[src/rtl/odd_seq_checker_pkg.sv]
// Shared encodings for the odd-sequence monitor: FSM states and sample classes.
package odd_seq_checker_pkg;

    typedef enum logic [1:0] {
        ST_IDLE    = 2'd0,
        ST_ACQUIRE = 2'd1,
        ST_LOCKED  = 2'd2,
        ST_ERROR   = 2'd3
    } state_t;

    typedef enum logic [1:0] {
        CLS_ZERO  = 2'd0,
        CLS_LEGAL = 2'd1,
        CLS_HOLD  = 2'd2,
        CLS_BAD   = 2'd3
    } sample_cls_t;

endpackage

[src/rtl/odd_seq_checker_classify.sv]
// Combinational classifier: predicts the next odd value from prev and sorts
// the incoming sample into ZERO / LEGAL / HOLD / BAD.
module odd_seq_classify
    import odd_seq_checker_pkg::*;
#(
    parameter int WIDTH = 4
) (
    input  logic [WIDTH-1:0] prev,
    input  logic [WIDTH-1:0] count_in,
    output logic [WIDTH:0]   exp_val,
    output sample_cls_t      cls
);

    localparam logic [WIDTH-1:0] MAX_ODD = '1;

    always_comb begin
        // One extra bit so prev+2 never aliases back into the legal range.
        if (prev == MAX_ODD) begin
            exp_val = (WIDTH+1)'(1);
        end else begin
            exp_val = {1'b0, prev} + (WIDTH+1)'(2);
        end

        if (count_in == '0) begin
            cls = CLS_ZERO;
        end else if ({1'b0, count_in} == exp_val) begin
            cls = CLS_LEGAL;
        end else if ((count_in == prev) && count_in[0]) begin
            cls = CLS_HOLD;
        end else begin
            cls = CLS_BAD;
        end
    end

endmodule

[config.mk]
export PLATFORM = sky130hd
export DESIGN_NAME = odd_seq_classify
export DESIGN_NICKNAME = d
export VERILOG_FILES = /design/src/rtl/odd_seq_checker_pkg.sv /design/src/rtl/odd_seq_checker_classify.sv
export SDC_FILE = /design/constraint.sdc
export NUM_CORES = 1
export LEC_CHECK = 0
export ABC_AREA = 0
export CAP_MARGIN = 10
export CORE_AREA = 5 5 42 44
export DETAILED_ROUTE_END_ITERATION = 8
export DIE_AREA = 0 0 47 49
export GPL_ROUTABILITY_DRIVEN = 0
export PLACE_DENSITY = 0.42
export SLEW_MARGIN = 25
export SYNTH_ARGS = -nofsm -noshare
export SYNTH_HDL_FRONTEND = slang
export SYNTH_SLANG_ARGS = --single-unit
[constraint.sdc]
create_clock -name vclk -period 2.55
set_input_delay 0.6375 -clock vclk [all_inputs]
set_output_delay 0.6375 -clock vclk [all_outputs]
set_load 0.005 [all_outputs]
==> results, run 1 <==
- The type of origin of the critical path is an input port.
- Summing all non-filler instances in the final layout gives an area of 371.6 um^2.
- The area growth from synthesis to layout is 160.5%.
- The floorplan step set the die width to 47 um.
- The sequential cell count of the final layout is 0.
- The post-CTS setup buffer count is 0.
- The number of design-rule violations left by the first detailed-router iteration is 0.
- In this run the cell area of the synthesized design comes to 142.6 um^2.
- The minimum clock period after layout is 2.506 ns.
- STA puts the critical path data arrival time at 1.87 ns.
- The storage element area is 0 um^2.
- Pin placement for this block handled 15 I/O pins.
- The via count of the first global-routing pass came to 210.
- The die area is 0.002303 mm^2.
- In the layout the commonest cells are buf_4, clkdlybuf4s50_1, dlygate4sd2_1.
- Entering global routing, the biggest net connects 6 pins.
- The portion of total power attributed to the clock network is 0%.
- At the pin with the least slew margin, the transition time is 0.3906 ns.
- Combinational logic is responsible for 100.0% of the overall power.
- The number of antenna diodes in the final layout is 0.
- The synthesized area per cell is 7.924 um^2.
- The worst endpoint required time is 1.91 ns.
- The count of unresolved DRC violations after routing is 0.
- The critical path class is in2out.
- The post-route core utilization is 26.52%.
- The power per cell area is 170.3 mW/mm^2.
- For this configuration, the core starts out at a cell density of 10.18%.
- In this run the tightest slew margin relative to its limit is 73.72%.
- The number of failing hold endpoints at the final stage is 0.
- The routed layout has 201 vias.
- The worst hold path belongs to the class in2out.
- The delay of the slowest critical-path stage is 0.43 ns.
- The internal cell power is 39.32 uW.
- The detail-routed net length per standard cell is 10.82 um.
- Summing the sequential cell areas from Yosys gives 0% of the chip area.
- The number of nets handed over by synthesis was 27.
- For this run, the detailed router's first-pass iteration total came to 1.
- The signal on the critical path passes through clkdlybuf4s50_1 > buf_4 > nor4_1 > a41oi_1 > dlygate4sd2_1.
- The library cell used most frequently in the layout, excluding fill and tap cells, is buf_4.
- In this run the core area contains 14 standard-cell rows.
- The number of maximum-capacitance constraint violations is 0.
- The final layout contains 50 nets.
- The number of standard cells in the final layout excluding fillers is 55.
- The static leakage is 0.0001702 uW.
- The number of antenna violations at the first check in global routing came to 0.
- The register share of total power is 0%.
- The run finished with clean final reports.
- The share of final-layout standard cells stronger than drive strength 1 is 35.90%.
- The period utilization is 98.28%.
- The beginning of the worst hold path is count_in[1].
- The global-route wire length before repair is 897 um.
- Setup repair after global routing left no endpoint under its margin.
- Derived from the worst setup path, the maximum achievable clock frequency is 399.0 MHz.
- The number of cells after detailed placement is 55.
- IR analysis of the VDD net gives a maximum drop of 0.04951 mV.
- The final antenna-violating net count is 0.
- Counting the clock-network buffers in the layout gives 0.
- The synthesized netlist cell count is 18.
- The final sum of negative setup slack is 0 ns.
- STA classifies the critical path endpoint as an output port.
- The number of library cell types mapped by synthesis is 14.
- The via density per instance is 3.655.
- The final number of max-transition violations came to 0.
- Buffers placed on the I/O ports in this run total 15.
- The cell area reported after detailed placement is 356.6 um^2.
- The post-route total power is 63.30 uW.
- The fill cell instance count of the final layout is 164.
- The core region is 0.001401 mm^2.
- The first element of the critical path is count_in[3].
- The highest net fanout along the worst path is 2.
- The die boundary height is 49 um.
- For this design the total switching power over the nets is 23.98 uW.
- Of the total power, the share spent switching nets is 37.88%.
- The number of warnings printed during yosys synthesis is 0.
- Wires add up to 595 um.
- The total congestion overflow is 0.
- The total half-perimeter wirelength after legalization and detailed placement is 491.4 um.
- The total track usage is 4.842%.
- Setup violations remaining at the end of the flow were counted as 0.
- The slowest stage of the critical path is the clkdlybuf4s50_1 cell.
## power groups by stage
| stage | registers, uW | logic [uW] | clock network [uW] |
|---|---|---|---|
| floorplan | 0 | 21.4 | 0 |
| global placement | 0 | 64.3 | 0 |
| detailed placement | 0 | 64.4 | 0 |
| CTS | 0 | 61.8 | 0 |
| global route | 0 | 69.8 | 0 |
| finish | 0 | 63.3 | 0 |
## timing repair
action | CTS | global route
setup endpoints to repair | 5 | 3
hold buffers | 0 | 0
cloned | 0 | 0
resized for setup | 11 | 9
## layer usage
layer	global-route usage [%]	vias up	routed length (um)
met5	0	-	0
met4	0	0	0
met3	0.7380	0	66
met2	7.919	10	269
li1	-	107	-
met1	6.957	84	259
## synthesized netlist by cell type, drive strengths merged
cell type | instances | area (um^2)
a21oi | 1 | 5.000
a31oi | 1 | 6.260
a41oi | 1 | 8.760
and4b | 1 | 11.26
dlygate4sd1 | 1 | 8.760
ha | 1 | 12.51
inv | 1 | 3.750
mux2 | 1 | 15.01
nand2 | 1 | 3.750
nor2 | 1 | 3.750
nor3 | 1 | 5.000
nor4 | 1 | 6.260
xnor2 | 3 | 26.28
xor2 | 3 | 26.28
## cell type report
cell class / instances / area (um^2) / share of cell area [%]
inverter: 1 / 3.754 / 1.010
multi-input combinational: 16 / 155.1 / 41.75
tap: 16 / 20.02 / 5.387
timing repair buffer: 22 / 192.7 / 51.85
## kinds of logic after synthesis
group	count (synthesis)	share of synthesized area, %
xor gates and xnor gates	6	36.85
and+or+nand+nor	5	21.05
AOI/OAI and AO/OA	3	14.04
buffers and inverters	2	8.771
muxes	1	10.52
adders and majority gates	1	8.771
## path summary, 6_finish.rpt
path | endpoint | depth (start not counted)
worst min-delay path | cls[1] | 4
worst max-delay path | cls[0] | 5
## critical path: cells and delay by family
| family | cells | cell delay [ns] |
|---|---|---|
| AO/OA/AOI/OAI | 1 | 0.07 |
| buffers and inverters | 3 | 0.87 |
| AND/OR/NAND/NOR | 1 | 0.29 |
## metrics by stage
step	setup slack, ns	hold WS [ns]
6_report	0.04395	1.853
5_1_grt	0.009158	1.920
4_1_cts	-0.007581	1.989
3_5_place_dp	-0.6065	2.268
3_3_place_gp	-0.6172	2.268
2_1_floorplan	0.5276	1.302
Power figures use the tool's default switching activity.
==> run 2, diff against run 1 <==
Settings changed: ABC_AREA 0 to not set.
==> results of run 2 <==
The final DEF is identical to that of run 1; final timing and power are the same.
==> run 3, diff against run 2 <==
Settings changed: CAP_MARGIN 10 to 20.
==> results of run 3 <==
The final DEF is identical to that of run 1; final timing and power are the same.
